### config.mk
export PLATFORM = sky130hd
export DESIGN_NAME = wb_int_ctrl
export DESIGN_NICKNAME = d
export VERILOG_FILES = /design/src/rtl/wb_int_ctrl_pkg.sv /design/src/rtl/wb_int_ctrl_src_sync.sv /design/src/rtl/wb_int_ctrl.sv
export SDC_FILE = /design/constraint.sdc
export NUM_CORES = 1
export LEC_CHECK = 0
export BUFFER_PORTS_ARGS = -buffer_cell sky130_fd_sc_hd__buf_2
export CAP_MARGIN = 0
export CORE_AREA = 2 2 78 80
export DETAILED_ROUTE_END_ITERATION = 7
export DIE_AREA = 0 0 80 82
export PLACE_DENSITY = 0.85
export SYNTH_ARGS = -nofsm -noshare
export SYNTH_HDL_FRONTEND = slang
export SYNTH_SLANG_ARGS = --single-unit
### constraint.sdc
create_clock -name clk -period 2.15 [get_ports clk]
set_input_delay 0.215 -clock clk [delete_from_list [all_inputs] [get_ports clk]]
set_output_delay 0.215 -clock clk [all_outputs]
set_load 0.05 [all_outputs]
### src/rtl/wb_int_ctrl_pkg.sv
// Shared definitions for the Wishbone interrupt controller: register map,
// the value returned by an empty claim, and the bus FSM state encoding.
package wb_int_pkg;

    localparam int N_SRC_DEF = 6;

    localparam logic [1:0] REG_PENDING = 2'd0;
    localparam logic [1:0] REG_MASK    = 2'd1;
    localparam logic [1:0] REG_EDGE    = 2'd2;
    localparam logic [1:0] REG_CLAIM   = 2'd3;

    localparam logic [31:0] CAUSE_NONE = 32'hFFFF_FFFF;

    typedef enum logic {
        WB_IDLE = 1'b0,
        WB_ACK  = 1'b1
    } wb_state_e;

endpackage

### src/rtl/wb_int_ctrl_src_sync.sv
// One interrupt source: two-flop synchroniser into clk plus a third flop
// so a rising edge of the synchronised level can be reported as a pulse.
module int_src_sync (
    input  logic clk,
    input  logic rst_n,
    input  logic src_async,
    output logic level,
    output logic rise
);

    logic s1_q, s1_d;
    logic s2_q, s2_d;
    logic s3_q, s3_d;

    always_comb begin
        s1_d = src_async;
        s2_d = s1_q;
        s3_d = s2_q;
    end

    always_ff @(posedge clk or negedge rst_n) begin
        if (!rst_n) begin
            s1_q <= 1'b0;
            s2_q <= 1'b0;
            s3_q <= 1'b0;
        end else begin
            s1_q <= s1_d;
            s2_q <= s2_d;
            s3_q <= s3_d;
        end
    end

    assign level = s2_q;
    assign rise  = s2_q & ~s3_q;

endmodule

### src/rtl/wb_int_ctrl.sv
// Wishbone-slave interrupt controller: latches synchronised sources as pending,
// masks and prioritises them (index 0 wins), and drives CPU INT / Cause.
module wb_int_ctrl
    import wb_int_pkg::*;
#(
    parameter int                N_SRC    = N_SRC_DEF,
    parameter logic [N_SRC-1:0]  EDGE_RST = {N_SRC{1'b1}}
) (
    input  logic             clk,
    input  logic             RSTN,
    input  logic [N_SRC-1:0] src_irq,
    input  logic             STB,
    input  logic             WE,
    input  logic [1:0]       ADDR,
    input  logic [31:0]      DAT_I,
    output logic [31:0]      DAT_O,
    output logic             ACK,
    output logic             cpu_int,
    output logic [31:0]      cpu_cause,
    output wb_state_e        dbg_wb_state
);

    localparam int ID_W = (N_SRC > 1) ? $clog2(N_SRC) : 1;

    logic [N_SRC-1:0] src_lvl;
    logic [N_SRC-1:0] src_rise;

    logic [N_SRC-1:0] pending_q, pending_d;
    logic [N_SRC-1:0] mask_q, mask_d;
    logic [N_SRC-1:0] edge_q, edge_d;
    logic             insvc_valid_q, insvc_valid_d;
    logic [ID_W-1:0]  insvc_id_q, insvc_id_d;
    logic             cpu_int_q, cpu_int_d;
    logic [31:0]      cpu_cause_q, cpu_cause_d;
    logic [31:0]      dat_o_q, dat_o_d;
    wb_state_e        state_q, state_d;

    logic [N_SRC-1:0] eligible;
    logic             any_elig;
    logic [ID_W-1:0]  winner;
    logic [N_SRC-1:0] winner_oh;
    logic [N_SRC-1:0] clr;
    logic             access;
    logic             unused_dat;

    assign unused_dat = ^DAT_I[31:8];

    for (genvar g = 0; g < N_SRC; g++) begin : g_sync
        int_src_sync u_sync (
            .clk       (clk),
            .rst_n     (RSTN),
            .src_async (src_irq[g]),
            .level     (src_lvl[g]),
            .rise      (src_rise[g])
        );
    end

    // Scan from the top down so the lowest eligible index is the one left standing.
    always_comb begin
        eligible  = pending_q & mask_q;
        any_elig  = |eligible;
        winner    = '0;
        winner_oh = '0;
        for (int i = N_SRC - 1; i >= 0; i--) begin
            if (eligible[i]) begin
                winner       = ID_W'(i);
                winner_oh    = '0;
                winner_oh[i] = 1'b1;
            end
        end
    end

    // Bus handshake: in WB_IDLE a cycle with STB=1 performs exactly one access
    // (register update and side effects happen on that edge) and moves to WB_ACK,
    // where ACK and the registered DAT_O are presented for one cycle; the FSM
    // always returns to WB_IDLE next, so a held STB only re-executes after ACK drops.
    always_comb begin
        state_d       = state_q;
        dat_o_d       = '0;
        clr           = '0;
        mask_d        = mask_q;
        edge_d        = edge_q;
        insvc_valid_d = insvc_valid_q;
        insvc_id_d    = insvc_id_q;
        access        = (state_q == WB_IDLE) && STB;

        case (state_q)
            WB_IDLE: if (STB) state_d = WB_ACK;
            WB_ACK:  state_d = WB_IDLE;
            default: state_d = WB_IDLE;
        endcase

        if (access) begin
            if (WE) begin
                case (ADDR)
                    REG_PENDING: clr    = DAT_I[N_SRC-1:0];
                    REG_MASK:    mask_d = DAT_I[N_SRC-1:0];
                    REG_EDGE:    edge_d = DAT_I[N_SRC-1:0];
                    default: begin
                        if (insvc_valid_q && (DAT_I[7:0] == 8'(insvc_id_q)))
                            insvc_valid_d = 1'b0;
                    end
                endcase
            end else begin
                case (ADDR)
                    REG_PENDING: dat_o_d = 32'(pending_q);
                    REG_MASK:    dat_o_d = 32'(mask_q);
                    REG_EDGE:    dat_o_d = 32'(edge_q);
                    default: begin
                        if (cpu_int_q && any_elig) begin
                            dat_o_d       = 32'(winner);
                            clr           = winner_oh;
                            insvc_valid_d = 1'b1;
                            insvc_id_d    = winner;
                        end else begin
                            dat_o_d = CAUSE_NONE;
                        end
                    end
                endcase
            end
        end

        // Edge bits: a new rise beats a same-cycle clear. Level bits track the input.
        pending_d = (edge_q & ((pending_q & ~clr) | src_rise)) | (~edge_q & src_lvl);

        cpu_int_d   = ~insvc_valid_q & any_elig;
        cpu_cause_d = cpu_int_d ? 32'(winner) : cpu_cause_q;
    end

    always_ff @(posedge clk or negedge RSTN) begin
        if (!RSTN) begin
            state_q       <= WB_IDLE;
            dat_o_q       <= '0;
            pending_q     <= '0;
            mask_q        <= '0;
            edge_q        <= EDGE_RST;
            insvc_valid_q <= 1'b0;
            insvc_id_q    <= '0;
            cpu_int_q     <= 1'b0;
            cpu_cause_q   <= '0;
        end else begin
            state_q       <= state_d;
            dat_o_q       <= dat_o_d;
            pending_q     <= pending_d;
            mask_q        <= mask_d;
            edge_q        <= edge_d;
            insvc_valid_q <= insvc_valid_d;
            insvc_id_q    <= insvc_id_d;
            cpu_int_q     <= cpu_int_d;
            cpu_cause_q   <= cpu_cause_d;
        end
    end

    assign DAT_O        = dat_o_q;
    assign ACK          = (state_q == WB_ACK);
    assign cpu_int      = cpu_int_q;
    assign cpu_cause    = cpu_cause_q;
    assign dbg_wb_state = state_q;

endmodule

==> results of run 1 <==
## stage by stage
stage | worst slack [ns] | area [sq um] | cells | hold WS [ns]
6_report | 0.2998 | 2788 | 344 | 0.1537
5_1_grt | 0.2085 | 2788 | 344 | 0.1736
4_1_cts | 0.3177 | 2758 | 341 | 0.0001059
3_5_place_dp | 0.3267 | 2606 | 329 | 0.1875
3_3_place_gp | 0.3430 | 2606 | 329 | 0.1854
2_1_floorplan | 0.2025 | 2621 | 250 | -0.08059
## cell families after synthesis
group | count (synthesis) | share of synthesized area
AO/OA/AOI/OAI | 35 | 0.1044
XOR/XNOR | 3 | 0.01044
buffers and inverters | 59 | 0.1730
flip-flops | 52 | 0.5201
multiplexers | 21 | 0.09398
other | 1 | 0.001490
AND/OR/NAND/NOR | 51 | 0.09648
## worst max-delay path by stage
stage                      start             to  slack [ns]
floorplan                    ACK   pending_q[5]        0.20
global placement             ACK   pending_q[5]        0.34
detailed placement           ACK   pending_q[5]        0.33
CTS                          ACK   pending_q[5]        0.32
global route           mask_q[3]  insvc_id_q[0]        0.21
finish              pending_q[3]  insvc_id_q[0]        0.30
## tightest hold or removal path, stage by stage
cell and delay [ns]:
buf_2 0.08, o41ai_1 0.08, nand2_1 0.06
## per-layer routing
| metal | vias up | part of all wire | GRT usage |
|---|---|---|---|
| met4 | 0 | 0.021 | 0.06271 |
| met2 | 84 | 0.48 | 0.2508 |
| met1 | 818 | 0.42 | 0.1739 |
| li1 | 784 | - | - |
| met5 | - | 0 | 0 |
| met3 | 7 | 0.077 | 0.03626 |
## sequential cells by signal (all words and copies together), names as in the netlist
register	count
g_sync.u_sync.s3_q	6
cpu_cause	3
ACK	1
insvc_id_q	3
edge_q	6
mask_q	6
DAT_O	7
insvc_valid_q	1
g_sync.u_sync.level	6
cpu_int	1
pending_q	6
g_sync.u_sync.s1_q	6
## cells in the final DEF, fill, tap and decap left out, types with 2 or more instances in the layout
cell type / Yosys / final
xor2_1: 3 / 3
dfstp_2: 6 / 6
mux2_2: 21 / 21
dfrtp_1: 46 / 46
a211oi_1: 2 / 2
nand2b_1: 2 / 2
clkbuf_8: 0 / 5
and3_1: 2 / 2
nor3_1: 3 / 3
nand2_1: 21 / 21
a22o_1: 5 / 5
dlygate4sd3_1: 0 / 7
nand3_1: 6 / 6
a21oi_1: 9 / 9
buf_2: 0 / 57
a21o_1: 2 / 2
buf_4: 55 / 5
o22ai_1: 3 / 3
a221oi_1: 2 / 2
or4_1: 3 / 3
conb_1: 1 / 29
o221a_2: 3 / 3
nor2_1: 8 / 8
a22oi_1: 3 / 3
## Yosys cell counts (2+ instances only)
cell type,instances,area share
or4_1,3,0.0090
buf_4,55,0.16
and3_1,2,0.0050
nand3_1,6,0.012
dfstp_2,6,0.063
a22oi_1,3,0.0090
dfrtp_1,46,0.46
mux2_2,21,0.094
o22ai_1,3,0.0075
a22o_1,5,0.017
a21oi_1,9,0.018
a21o_1,2,0.0060
nand2_1,21,0.031
o221a_2,3,0.013
a221oi_1,2,0.0070
a211oi_1,2,0.0060
clkbuf_1,2,0.0030
nand2b_1,2,0.0050
nor3_1,3,0.0060
xor2_1,3,0.010
nor2_1,8,0.012
## power groups by stage
stage / combinational [mW] / sequential, mW / clock (mW)
after CTS: 0.907 / 1.34 / 0.689
after global placement: 0.878 / 1.34 / 0
final: 0.910 / 1.34 / 0.666
after floorplan: 0.606 / 1.47 / 0
after detailed placement: 0.899 / 1.35 / 0
after global routing: 0.977 / 1.36 / 0.733
## cell type report
| cell class | instances | area share |
|---|---|---|
| Clock buffer | 6 | 0.02603 |
| Clock inverter | 2 | 0.01391 |
| Tap cell | 75 | 0.03366 |
| Sequential cell | 52 | 0.4695 |
| Inverter | 1 | 0.001347 |
| Timing Repair Buffer | 69 | 0.1409 |
| Multi-Input combinational cell | 139 | 0.3146 |
==> flow_summary.toml, run 1 <==
[timing]
post-route-period-util = 0.8606
finClkSkew_ns = 0.004456
setup_viol = 0
worst_slew_pin_slew_ns = 0.6000
fin_crit_ns = 1.850
max_freq_ghz = 0.5405
fin_setup_tns_ns = 0
slew_headroom = 0.5985
rsz0062_at_grt = "no"
maxSlewViolCount = 0
finalHoldViolCount = 0

[clocking]
cts_inserted_buffers = 5
clk_path_buf_depth = 2
post_cts_buffers = 0
cts_tree = "done"
htree_num_levels = 2
ctsHoldBuffers = 4
cts.sink_count = 52
clk_latency_ns = 0.30
cts-root-buf = "clkbuf_8"
cts.clk_slew.worst_paths_ns = 0.09
cts_resized = 0

[critical_path]
rr_worst_depth = 4
reg2reg_to = "insvc_id_q[0]"
reg2reg_setup_slack_ns = 0.30
cp.required_ns = 2.34
crit_path_max_fanout = 8
slowest_delay_ns = 0.43
crit_type = "register to register"
cp_top_family = "simple AND/OR/NAND/NOR gates"
critPathSlowestCell = "dfrtp_1"
r2r-start = "pending_q[3]"
startpoint_type = "register"
crit_cells = 4
endpoint_kind = "register"
critical_path_arrival_ns = 2.04
crit_chain = "a22oi_2, nand3_1, nand2_1, mux2_2"
cp_num_buf_inv = 0

[synthesis]
synth_ff_type = "dfrtp_1"
syn_area_sq_um = 2516
ys_async_sr_fraction = 1.000
synth_edf_count = 0
yosysSeqAreaShare = 0.5201
ys_types = 36
syn_avg_cell_area_sq_um = 11.33
synth_seq_cells = 52
yosysWarnings = 0
syn_inst = 222

[die]
die-height_microns = 82
die-area_sq_um = 6560
num_rows = 28
io_pins = 111
core-area_sq_um = 5746
start_util = 0.4379
fp.dieW_microns = 80

[global_route]
grt_max_degree = 27
grt_pass1_vias = 1567
antenna_found_initial = 0
grt_use_total = 0.1457
grt_overflow = 0
grt_pass1_wl_microns = 7265

[drt]
vias = 1693
wl_microns = 4626
ant_nets = 0
viasPerCell = 4.922
drcViolationCount = 0
firstDrtPassIters = 4
wire_per_inst_microns = 13.45
dr.first_iter.drc_count = 124

[power]
p_int_mw = 1.825
vdd_drop_max_mv = 0.4607
power.switching_mw = 1.086
leakagePower_nw = 1.402
switching_share = 0.3732
power_density_nw_per_um2 = 1044
total_power_mw = 2.911
pwr-share-comb = 0.313
pwr-share-seq = 0.459
clkPwrFrac = 0.229

[flow_run]
max-cap-violations = 0

[place]
io_buffers = 57
place_congestion = 0.9064
hpwl_microns = 3442

[cells_and_area]
antenna_cells = 0
ff_latch_area_sq_um = 1309
fillerInstances = 533
multi_input_area_sq_um = 877.1
areaGrowthSynthToFinish_pct = 10.79
drive_gt1_frac = 0.3755
postLayoutCoreUtil = 0.4852
nets = 312

[min_path]
hold_class = "input port to register"
hp-start = "DAT_I[6]"
min_delay_path_depth = 3
hold_end = "insvc_valid_q"

[status]
status = "finished, final reports clean"
(Power assumes the default switching activity.)
==> inputs of run 2 (changes only) <==
--- a/config.mk
+++ b/config.mk
@@ -8,6 +8,7 @@
 export BUFFER_PORTS_ARGS = -buffer_cell sky130_fd_sc_hd__buf_2
 export CAP_MARGIN = 0
 export CORE_AREA = 2 2 78 80
+export CTS_BUF_LIST = sky130_fd_sc_hd__clkbuf_4
 export DETAILED_ROUTE_END_ITERATION = 7
 export DIE_AREA = 0 0 80 82
 export PLACE_DENSITY = 0.85
==> flow_summary.toml, run 2 (synthesis results as in run 1) <==
[status]
status = "finished, final reports clean"

[timing]
finClkSkew_ns = 0.008775
maxSlewViolCount = 0
post-route-period-util = 0.8660
finalHoldViolCount = 0
hold-worst-slack_ns = 0.07694
fin_setup_tns_ns = 0
worst_slew_pin_slew_ns = 0.5993
rsz0062_at_grt = "no"
fin_crit_ns = 1.862
slew_headroom = 0.5990
max_freq_ghz = 0.5371
setup_viol = 0

[clocking]
cts_inserted_buffers = 5
cts_tree = "done"
cts.sink_count = 52
clk_path_buf_depth = 2
cts-root-buf = "clkbuf_4"
cts.clk_slew.worst_paths_ns = 0.15
clk_latency_ns = 0.37
htree_num_levels = 2
cts_resized = 0

[drt]
wire_per_inst_microns = 13.46
firstDrtPassIters = 4
dr.first_iter.drc_count = 140
wl_microns = 4631
viasPerCell = 4.971
vias = 1710
ant_nets = 0
drcViolationCount = 0

[critical_path]
startpoint_type = "register"
cp.required_ns = 2.42
crit_chain = "a22oi_2, nand3_1, nand2_1, mux2_2"
endpoint_kind = "register"
slowest_delay_ns = 0.46
crit_type = "register to register"
critPathSlowestCell = "dfrtp_1"
crit_path_max_fanout = 8
critical_path_arrival_ns = 2.13

[cells_and_area]
areaGrowthSynthToFinish_pct = 9.697
most-common-layout-cells = "buf_2, dfrtp_1, conb_1"
nets = 312
antenna_cells = 0
drive_gt1_frac = 0.3792
largest_reg_flops = 7
postLayoutCoreUtil = 0.4804
final_common_cell = "buf_2"

[power]
vdd_drop_max_mv = 0.4051
p_int_mw = 1.735
leakagePower_nw = 1.393
pwr-share-seq = 0.474
pwr-share-comb = 0.324
power.switching_mw = 1.078
power_density_nw_per_um2 = 1019
switching_share = 0.3832
clkPwrFrac = 0.202

[die]
core-area_sq_um = 5746
io_pins = 111
die-height_microns = 82
die-area_sq_um = 6560
start_util = 0.4379
fp.dieW_microns = 80
num_rows = 28

[flow_run]
max-cap-violations = 0

[global_route]
grt_pass1_wl_microns = 7300
grt_max_degree = 27
grt_use_total = 0.1459
grt_pass1_vias = 1557
grt_overflow = 0
antenna_found_initial = 0

[place]
place_congestion = 0.9064
hpwl_microns = 3442
io_buffers = 57

[min_path]
hold_class = "input port to register"
-- run 2: final timing paths --
path | from | endpoint | slack, ns | cells past startpoint
max | mask_q[3] | insvc_id_q[0] | 0.29 | 4
min | DAT_I[6] | insvc_valid_q | 0.08 | 3
max reg2reg | mask_q[3] | insvc_id_q[0] | 0.29 | 4
min reg2reg | g_sync[5].u_sync.s1_q | g_sync[5].u_sync.level | 0.37 | 0
max in group asynchronous | RSTN | edge_q[4] | 1.21 | 3
min in group asynchronous | RSTN | g_sync[0].u_sync.level | 0.30 | 2
-- run 2: final cells by class --
| cell class | instances | area [sq um] |
|---|---|---|
| clock inverter | 2 | 38.79 |
| inverter | 1 | 3.754 |
| tap | 75 | 93.84 |
| timing repair buffer | 69 | 392.9 |
| fill | 532 | 2985 |
| multi-input combinational | 139 | 877.1 |
| clock buffer | 6 | 45.04 |
| sequential | 52 | 1309 |
-- run 2: power by group through the flow --
stage | clock [mW] | combinational (mW) | sequential [mW]
final | 0.569 | 0.910 | 1.33
after CTS | 0.587 | 0.912 | 1.33
after global placement | 0 | 0.878 | 1.34
after detailed placement | 0 | 0.899 | 1.35
after floorplan | 0 | 0.606 | 1.47
after global routing | 0.633 | 0.978 | 1.36
-- run 2: repair_timing --
action,4_1_cts,5_1_grt
endpoints found under the hold margin,22,0
hold buffers,7,0
setup buffers,0,0
-- run 2: per-stage QoR --
stage	cell area [sq um]	worst slack, ns	instances	power [mW]
floorplan	2621	0.2025	250	2.078
finish	2760	0.2882	344	2.813
CTS	2760	0.3113	344	2.833
detailed placement	2606	0.3267	329	2.253
global placement	2606	0.3430	329	2.219
global route	2760	0.1989	344	2.973
-- run 2: per-layer routing --
layer	global-route usage	wire (microns)	vias up
met5	0	0	-
met4	0.03898	59	0
met3	0.03956	339	7
met1	0.1746	1963	834
met2	0.2600	2269	83
li1	-	-	786
-- run 2: worst max-delay path, delay by kind of cell (launching register included) --
kind	cells	cell delay [ns]
AOI/OAI and AO/OA	1	0.41
and+or+nand+nor	2	0.53
muxes	1	0.36
DFF	1	0.46
==> inputs of run 3 (changes only) <==
--- a/config.mk
+++ b/config.mk
@@ -7,11 +7,12 @@
 export LEC_CHECK = 0
 export BUFFER_PORTS_ARGS = -buffer_cell sky130_fd_sc_hd__buf_2
 export CAP_MARGIN = 0
-export CORE_AREA = 2 2 78 80
+export CORE_AREA = 2 2 75 77
 export CTS_BUF_LIST = sky130_fd_sc_hd__clkbuf_4
 export DETAILED_ROUTE_END_ITERATION = 7
-export DIE_AREA = 0 0 80 82
-export PLACE_DENSITY = 0.85
+export DIE_AREA = 0 0 77 79
+export PLACE_DENSITY = 0.91
+export SETUP_SLACK_MARGIN = 0.5
 export SYNTH_ARGS = -nofsm -noshare
 export SYNTH_HDL_FRONTEND = slang
 export SYNTH_SLANG_ARGS = --single-unit
==> flow_summary.toml, run 3 (synthesis results as in run 1) <==
[timing]
maxSlewViolCount = 0
finClkSkew_ns = 0.02137
max_freq_ghz = 0.5842
rsz0062_at_grt = "yes"
post-route-period-util = 0.7962
fin_setup_tns_ns = 0
setup_viol = 0
fin_crit_ns = 1.712
hold-worst-slack_ns = 0.07305
finalHoldViolCount = 0
slew_headroom = 0.6422
worst_slew_pin_slew_ns = 0.5367

[clocking]
cts_tree = "done"
htree_num_levels = 2
clk_latency_ns = 0.37
cts.sink_count = 52
clk_path_buf_depth = 2
cts.clk_slew.worst_paths_ns = 0.15
cts-root-buf = "clkbuf_4"
cts_inserted_buffers = 5

[cells_and_area]
multi_input_area_sq_um = 928.4
antenna_cells = 0
nets = 320
ff_latch_area_sq_um = 1313
fillerInstances = 442
final_common_cell = "buf_2"
postLayoutCoreUtil = 0.5347
largest_reg_flops = 7
fin_cells = 348
drive_gt1_frac = 0.4420
areaGrowthSynthToFinish_pct = 13.43
most-common-layout-cells = "buf_2, dfrtp_1, conb_1"

[global_route]
grt_pass1_wl_microns = 7852
grt_use_total = 0.1659
antenna_found_initial = 0
grt_pass1_vias = 1654
grt_overflow = 0
grt_max_degree = 31

[die]
io_pins = 111
die-area_sq_um = 6083
core-area_sq_um = 5338
start_util = 0.4714
num_rows = 27
die-height_microns = 79
fp.dieW_microns = 77

[power]
power_density_nw_per_um2 = 973.2
total_power_mw = 2.777
leakagePower_nw = 1.433
vdd_drop_max_mv = 0.3970

[flow_run]
max-cap-violations = 0

[drt]
firstDrtPassIters = 4
vias = 1776
viasPerCell = 5.103
dr.first_iter.drc_count = 155
wl_microns = 4940
ant_nets = 0
drcViolationCount = 0
wire_per_inst_microns = 14.20

[min_path]
hold_end = "ACK"
min_delay_path_depth = 2
hp-start = "STB"
hold_class = "input port to register"

[place]
place_congestion = 0.9096
hpwl_microns = 3403
dp.cells = 325
io_buffers = 57

[critical_path]
crit_type = "register to register"
critical_path_arrival_ns = 2.03
cp-startpoint = "pending_q[3]"
reg2reg_to = "DAT_O[3]"
endpoint_kind = "register"
rr_worst_depth = 4
r2r-start = "pending_q[3]"
reg2reg_setup_slack_ns = 0.44
crit_path_max_fanout = 5
cp.required_ns = 2.47
startpoint_type = "register"

[status]
status = "finished, final reports clean"
run 3: where the power goes:
group	internal [mW]	switching (mW)	leakage, nW	total (mW)
Combinational	0.361	0.664	0.781	1.02
Sequential	1.17	0.157	0.621	1.33
Clock	0.134	0.288	0.0315	0.422
run 3: timing repair:
action,in CTS,in global routing
setup buffers,6,3
hold endpoints to repair,25,0
setup endpoints to repair,44,8
gates resized for setup,7,6
pin swaps,2,2
hold buffers,7,0
run 3: worst max-delay path: stages, from the launching register on:
cell and delay, ns:
dfrtp_1 0.45, a22oi_2 0.32, nand3_1 0.27, a21oi_1 0.37
o221a_2 0.26
run 3: worst max-delay path by stage:
stage               slack [ns]       endpoint
global route              0.45   pending_q[5]
finish                    0.44       DAT_O[3]
global placement          0.41   pending_q[5]
detailed placement        0.37  insvc_id_q[0]
floorplan                 0.41   pending_q[5]
CTS                       0.50   pending_q[5]
run 3: routing by layer:
metal	track usage	up-vias	share of wire
li1	-	795	-
met1	0.1901	877	0.39
met2	0.2921	91	0.51
met3	0.04091	13	0.069
met4	0.08036	0	0.033
met5	0	-	0
run 3: area by class of cell:
type,count,area share
multi-input cells,139,0.3253
clock buffers,6,0.01578
clock inverters,1,0.001754
flip-flops and latches,52,0.4599
inverters,1,0.001315
well taps,72,0.03157
repair buffers,77,0.1644
run 3: stage by stage:
stage	area [sq um]	worst slack [ns]
CTS	2808	0.5042
finish	2854	0.4382
global route	2854	0.4453
detailed placement	2621	0.3680
global placement	2621	0.4131
floorplan	2635	0.4093
